==> src/rtl/cache_pkg.sv <==
// Types and block geometry shared by the cache fill controller and the cache
// data/tag arrays.
package cache_pkg;

  typedef enum logic {
    IDLE = 1'b0,
    FILL = 1'b1
  } fill_state_t;

  localparam int BLOCK_BYTES     = 16;
  localparam int WORDS_PER_BLOCK = 8;
  localparam int WORD_OFF_W      = 3;

endpackage

==> src/rtl/fill_word_ctr.sv <==
// Word-offset counter for a cache block fill: wraps modulo the block size, with
// clear, enable and a start-offset load.
module fill_word_ctr #(
  parameter int WIDTH = 3
) (
  input  logic             clk,
  input  logic             rst,
  input  logic             clear,
  input  logic             load,
  input  logic             en,
  input  logic [WIDTH-1:0] start,
  output logic [WIDTH-1:0] count
);

  // Power-of-two block size, so natural binary wrap gives the modulo behaviour.
  always_ff @(posedge clk) begin
    if (rst || clear) begin
      count <= '0;
    end else if (load) begin
      count <= start;
    end else if (en) begin
      count <= count + 1'b1;
    end
  end

endmodule

==> src/rtl/cache_fill_fsm.sv <==
// Cache miss fill controller: fetches one block from main memory and strobes it
// into the data and tag arrays. Critical-word-first ordering: CACHE_FILL_CRIT_WORD_FIRST_EN.
module cache_fill_fsm
  import cache_pkg::*;
#(
  parameter int ADDR_W          = 16,
  parameter int WORDS_PER_BLOCK = 8,
  parameter int MEM_LATENCY     = 4
) (
  input  logic                               clk,
  input  logic                               rst,
  input  logic                               miss_detected,
  input  logic [ADDR_W-1:0]                  miss_address,
  input  logic [15:0]                        memory_data,
  input  logic                               memory_data_valid,
  output logic                               fsm_busy,
  output logic                               mem_rd_en,
  output logic [ADDR_W-1:0]                  memory_address,
  output logic                               write_data_array,
  output logic [$clog2(WORDS_PER_BLOCK)-1:0] fill_word,
  output logic [15:0]                        fill_data,
  output logic                               write_tag_array,
  output logic                               crit_word_vld
);

  localparam int WOFF = $clog2(WORDS_PER_BLOCK);
  localparam logic [ADDR_W-1:0] OFF_MASK = ADDR_W'((2 * WORDS_PER_BLOCK) - 1);

  if (MEM_LATENCY < 1 || WORDS_PER_BLOCK < 2 || (1 << WOFF) != WORDS_PER_BLOCK) begin : g_bad_cfg
    $error("cache_fill_fsm: MEM_LATENCY must be >= 1 and WORDS_PER_BLOCK a power of 2 >= 2");
  end

  fill_state_t       state;
  logic [ADDR_W-1:0] base;
  logic [WOFF-1:0]   crit;
  logic [WOFF-1:0]   crit_last;
  logic [WOFF-1:0]   start_word;
  logic [WOFF-1:0]   issue_cnt;
  logic [WOFF-1:0]   issue_next;
  logic [WOFF-1:0]   recv_cnt;
  logic              issuing;
  logic              start;

`ifdef CACHE_FILL_CRIT_WORD_FIRST_EN
  assign start_word    = miss_address[WOFF:1];
  assign crit_word_vld = write_data_array & (recv_cnt == crit);
`else
  assign start_word    = '0;
  assign crit_word_vld = 1'b0;
`endif

  assign start            = (state == IDLE) & miss_detected;
  assign fsm_busy         = (state == FILL) | start;
  assign mem_rd_en        = (state == FILL) & issuing;
  assign memory_address   = base | ADDR_W'({issue_cnt, 1'b0});
  assign issue_next       = issue_cnt + 1'b1;
  assign crit_last        = crit - 1'b1;
  assign write_data_array = (state == FILL) & memory_data_valid;
  assign write_tag_array  = write_data_array & (recv_cnt == crit_last);
  assign fill_word        = recv_cnt;
  assign fill_data        = memory_data;

  fill_word_ctr #(.WIDTH(WOFF)) u_issue_ctr (
    .clk   (clk),
    .rst   (rst),
    .clear (1'b0),
    .load  (start),
    .en    (mem_rd_en),
    .start (start_word),
    .count (issue_cnt)
  );

  fill_word_ctr #(.WIDTH(WOFF)) u_recv_ctr (
    .clk   (clk),
    .rst   (rst),
    .clear (1'b0),
    .load  (start),
    .en    (write_data_array),
    .start (start_word),
    .count (recv_cnt)
  );

  // Issuing stops once the word just before the start word has been requested;
  // the fill ends with the tag write that accompanies the final returned word.
  always_ff @(posedge clk) begin
    if (rst) begin
      state   <= IDLE;
      base    <= '0;
      crit    <= '0;
      issuing <= 1'b0;
    end else begin
      case (state)
        IDLE: begin
          if (miss_detected) begin
            state   <= FILL;
            base    <= miss_address & ~OFF_MASK;
            crit    <= start_word;
            issuing <= 1'b1;
          end
        end
        FILL: begin
          if (mem_rd_en && (issue_next == crit)) begin
            issuing <= 1'b0;
          end
          if (write_tag_array) begin
            state <= IDLE;
          end
        end
        default: state <= IDLE;
      endcase
    end
  end

endmodule

==> config.mk <==
export PLATFORM = sky130hd
export DESIGN_NAME = cache_fill_fsm
export DESIGN_NICKNAME = d
export VERILOG_FILES = /design/src/rtl/cache_pkg.sv /design/src/rtl/fill_word_ctr.sv /design/src/rtl/cache_fill_fsm.sv
export SDC_FILE = /design/constraint.sdc
export NUM_CORES = 1
export LEC_CHECK = 0
export CELL_PAD_IN_SITES_DETAIL_PLACEMENT = 1
export CELL_PAD_IN_SITES_GLOBAL_PLACEMENT = 1
export CORE_MARGIN = 4
export CORE_UTILIZATION = 25
export DETAILED_ROUTE_END_ITERATION = 12
export HOLD_SLACK_MARGIN = 0.12
export PLACE_DENSITY = 0.91
export SETUP_SLACK_MARGIN = 0.5
export SYNTH_ARGS = -nofsm -noshare
export SYNTH_HDL_FRONTEND = slang
export SYNTH_HIERARCHICAL = 1
export SYNTH_SLANG_ARGS = --single-unit
export TNS_END_PERCENT = 100
==> constraint.sdc <==
create_clock -name clk -period 2.3 [get_ports clk]
set_clock_uncertainty 0.15 [all_clocks]
set_input_delay 0.46 -clock clk [delete_from_list [all_inputs] [get_ports clk]]
set_output_delay 0.46 -clock clk [all_outputs]
set_load 0.01 [all_outputs]
-- Yosys cells after proc, flatten, opt, wreduce, memory -nomap -nowiden
Index checks and enable logic that the tools add are counted.
- output and inout bits: 40
- logic and storage cells: 28
- bits of input ports: 36
- flip-flop bits (word level): 20
- reductions and logical operators: 5
- bitwise gates (word level): 7
- multiplexer cells: 6
- equal/unequal tests: 3
- add/subtract/negate cells: 2
- operator list (cell ; number):
    bitwise OR 16 x 4 -> 16 bit ; 1
    adder 3 x 1 -> 3 bit (second input constant) ; 2
    AND 1 bit ; 4
    two-way mux 1 bit ; 4
    one-hot mux 1 bit (2 select lines) ; 2
    AND reduction 2 bit ; 2
    == test 3 bit (second input constant) ; 1
    logical NOT 3 bit ; 1
    != test 2 x 1 -> 1 bit (second input constant) ; 1
    != test 2 bit (second input constant) ; 1
    OR reduction 2 bit ; 1
    logical AND 1 bit ; 1
    NOT 1 bit ; 1
    bitwise OR 1 bit ; 1

-- Depth between registers and ports, before layout
- depth after elaboration: 5
- mapped depth: 5
- gate-level depth less buffers: 4

-- Cells and area by module
The synthesis kept the hierarchy.
- by module, submodules not included (module ; cells an instance ; seq. area each (µm²) ; instances ; area each (µm²)):
    cache_fill_fsm ; 82 ; 280.3 ; 1 ; 688.2
    fill_word_ctr ; 16 ; 60.1 ; 2 ; 173.9

-- Least setup slack after synthesis
OpenSTA, ideal clock, no wires.
- path kind: input to output
- start point: input memory_data_valid
- end point: output write_tag_array
- data required time: 1.690 ns
- slack: 0.686 ns
- path buffers: 0
- stages on the path: 2
- arrival: 1.004 ns
- cell sequence: and2_1 -> and4_4
- cells in the longest elaborated chain, start to end: 2
- RTL lines (item ; RTL line ; source):
    start: declaration ; cache_fill_fsm.sv:15 ; input logic memory_data_valid,
    AND 1 bit ; cache_fill_fsm.sv:58 ; assign write_data_array = (state == FILL) & memory_data_valid;
    AND 1 bit ; cache_fill_fsm.sv:59 ; assign write_tag_array = write_data_array & (recv_cnt == crit_last);
    end: declaration ; cache_fill_fsm.sv:22 ; output logic write_tag_array,
No other way between the ends.

-- Worst setup path in the final report
- start point: register base[11]
- end point: output memory_address[11]
- cells in the longest elaborated chain, start to end: 1
- RTL lines (item ; RTL line ; source):
    start: declaration ; cache_fill_fsm.sv:34 ; logic [ADDR_W-1:0] base;
    start signal: assignment ; cache_fill_fsm.sv:96 ; base <= miss_address & ~OFF_MASK;
    bitwise OR 16 x 4 -> 16 bit ; cache_fill_fsm.sv:55 ; assign memory_address = base | ADDR_W'({issue_cnt, 1'b0});
    end: declaration ; cache_fill_fsm.sv:18 ; output logic [ADDR_W-1:0] memory_address,
No other way between the ends.

==> metrics.md <==
| Metric | Value |
|---|---|
| Routed len/inst | `between 10 and 15 um` |
| Status | `complete, no violations` |
| Initial core utilization | `between 20% and 30%` |
| Post-CTS Hold Buffers | `0` |
| Critical Path End Type | `output port` |
| Final Non-Filler Cells | `203` |
| Vias in the first global route | `a little over 900` |
| Largest net degree at the start of global routing | `26` |
| Register area share after synthesis | `roughly two fifths` |
| Max stage delay on crit path | `approximately 0.54 ns` |
| Die width | `~72 um` |
| Num CTS Buffers | `3` |
| Multi-input gate area | `a little over 500 um2` |
| Seq cells post-synth | `20` |
| Buf+Inv Stages, Crit Path | `1` |
| Share of layout cells above drive strength 1 | `20.3%` |
| Fmax | `roughly 570 MHz` |
| Leak | `0.641 nW` |
| Antenna Cells | `0` |
| Routed Antenna Nets | `0` |
| Post-DP HPWL | `between 2000 and 2500 um` |
| Port Buffers | `37` |
| Core area | `4000 um2` |
| # fillers | `between 400 and 500` |
| Finished Cell Area | `roughly 1500 um2` |
| Final setup vio count | `0` |
| Vias | `about 860` |
| DR vias/cell | `4.23` |
| Final Hold Violating Endpoints | `0` |
| Synth Warn # | `6` |
| Reg area | `408 um2` |
| Commonest non-fill, non-tap cells in the layout | `24 x nand2_1, 24 x clkdlybuf4s50_1, 16 x dfxtp_1` |
| DRT Wirelength | `approximately 2600 um` |
| Worst Setup Start Kind | `register` |
| Detailed Routing Iterations Pass 1 | `2` |
| Required time of the critical path | `1.69 ns` |
| Die area | `approximately 5200 um2` |
| Pre-CTS setup slack | `-0.147 ns` |
| H-tree depth | `1` |
| Initial antenna violation count | `0` |
| Post-Syn Area | `between 1000 and 1500 um2` |
| Area after DPL | `1390 um2` |
| CP top delay family | `buffers and inverters` |
| Slew Viols, Final | `0` |
| Unrepaired setup endpoints after global routing | `no` |
| GRT Util Overall | `about a tenth` |
| Clk Latency, worst-skew pair | `about 0.26 ns` |
| Die height | `approximately 72 um` |
| Dpl cells | `roughly 200` |
| Crit share post-route | `between 70 and 80%` |
| CTS tree | `yes` |
| Synth cell types | `26` |
| Rel. slew slack | `64.4%` |
| Final #Nets | `~190` |
| Reg clk slew, reported paths | `about 0.080 ns` |
| Crit path arrival time | `approximately 1.1 ns` |
| CP Max Fanout | `2` |
| Top Ports | `76` |
| Max-Cap Viols | `0` |
| Critical-path top delay cell | `clkdlybuf4s50_1` |
| Worst slew pin tran | `0.533 ns` |
| Routability cong. | `0.712` |
| Avg Cell Area, Syn | `9.09 um2` |
| Clock Tree Buf Depth | `2` |
| Syn-to-layout area delta | `42.9%` |
| Residual DRC | `0` |
| HP Class | `reg -> reg` |
| Clock Sinks | `20` |
| CTS root buf | `clkbuf_8` |
| Iter 0 DRT Violations | `10` |
| Std cell rows | `23` |
| GRT overflow | `0` |
| Final WS setup | `around 0.55 ns` |
| Min Tclk post-route | `between 1.5 and 2 ns` |
| CP Class | `reg -> out` |
| Peak VDD IR | `~0.29 mV` |
| Total power per unit cell area | `slightly above 600 nW/um2` |
| First-pass GRT wire length | `~4300 um` |
| CP cell instances | `clkdlybuf4s50_1` |
| Cell count after synthesis | `roughly 110` |
## per-layer routing
layer | routed length (um) | vias up | GRT usage, % | share of wire (%)
met5 | 0 | - | 0 | 0
met4 | 36 | 0 | 3.89 | 1.4
met3 | 123 | 2 | 1.94 | 4.6
met2 | 1480 | 18 | 20.1 | 56
met1 | 1010 | 412 | 11.2 | 38
li1 | - | 427 | - | -
## worst reg2reg max path, stage by stage, from the launching register on
cell	delay (ns)
dfxtp_4	0.36
and2_4	0.16
buf_6	0.11
buf_4	0.14
xnor2_1	0.14
a2111oi_2	0.35
## repair_timing
| item | in CTS | in global routing |
|---|---|---|
| gates resized for setup | 28 | 5 |
| setup endpoints to repair | 10 | 4 |
| pin swaps | 2 | 0 |
| setup buffers | 2 | 0 |
## flip-flops by register name, summed over array words and instances (netlist names)
signal             flops
state                  1
u_recv_ctr/count       3
base                  12
issuing                1
u_issue_ctr/count      3
## per-stage QoR
| step | TNS, ns | util (%) | hold slack, ns | total power [mW] |
|---|---|---|---|---|
| global placement | -0.134 | 34.6 | 0.290 | 0.543 |
| floorplan | 0 | - | 0.282 | 0.494 |
| CTS | 0 | 36.6 | 0.315 | 0.906 |
| global route | 0 | 37.0 | 0.334 | 0.939 |
| detailed placement | -0.216 | 34.6 | 0.303 | 0.549 |
| finish | 0 | 37.0 | 0.310 | 0.893 |
## synth_stat cells (all sizes together)
master	count	area share, %
nand4b	2	1.7
nand2b	3	2.5
xnor2	2	1.7
inv	4	1.7
mux2i	2	1.9
a211o	2	1.7
buf	21	16
and2	2	1.2
nor3	1	0.48
o21a	1	0.72
a2111oi	4	5.8
ha	2	2.4
and4	3	2.8
dfxtp	20	39
nand2	24	8.7
conb	1	0.36
nor2b	4	2.4
a21oi	12	7.6
a41oi	1	0.85
nor2	3	1.1
## layout make-up
cell class                 count  area share [%]
inverter                       4            1.18
clock buffer                   3            2.79
timing repair buffer          43            27.8
tap                           50            4.23
clock inverter                 1            2.03
multi-input combinational     82            34.4
sequential                    20            27.6
## logic make-up after synthesis
group	share of synthesized area (%)
buf+inv	17.4
simple gates	20.9
flops	38.6
compound gates	16.7
fa+ha+maj	2.42
mux	1.93
other cells	0.362
xor+xnor	1.69
## where the power goes
part / internal, mW / switching (mW)
Sequential: 0.366 / 0.0139
Clock: 0.232 / 0.123
Combinational: 0.0855 / 0.0722
Total: 0.684 / 0.209
## final timing paths
kind | from | end | slack [ns] | depth (start not counted)
setup / recovery | base[11]$_SDFFE_PP0P_ | memory_address[11] | 0.55 | 1
setup reg to reg | state$_SDFF_PP0_ | u_recv_ctr/count[0]$_SDFFE_PP0P_ | 0.77 | 5
hold reg to reg | base[8]$_SDFFE_PP0P_ | base[8]$_SDFFE_PP0P_ | 0.31 | 2
hold / removal | base[8]$_SDFFE_PP0P_ | base[8]$_SDFFE_PP0P_ | 0.31 | 2
Note: power is estimated with default switching activity, not from simulation.
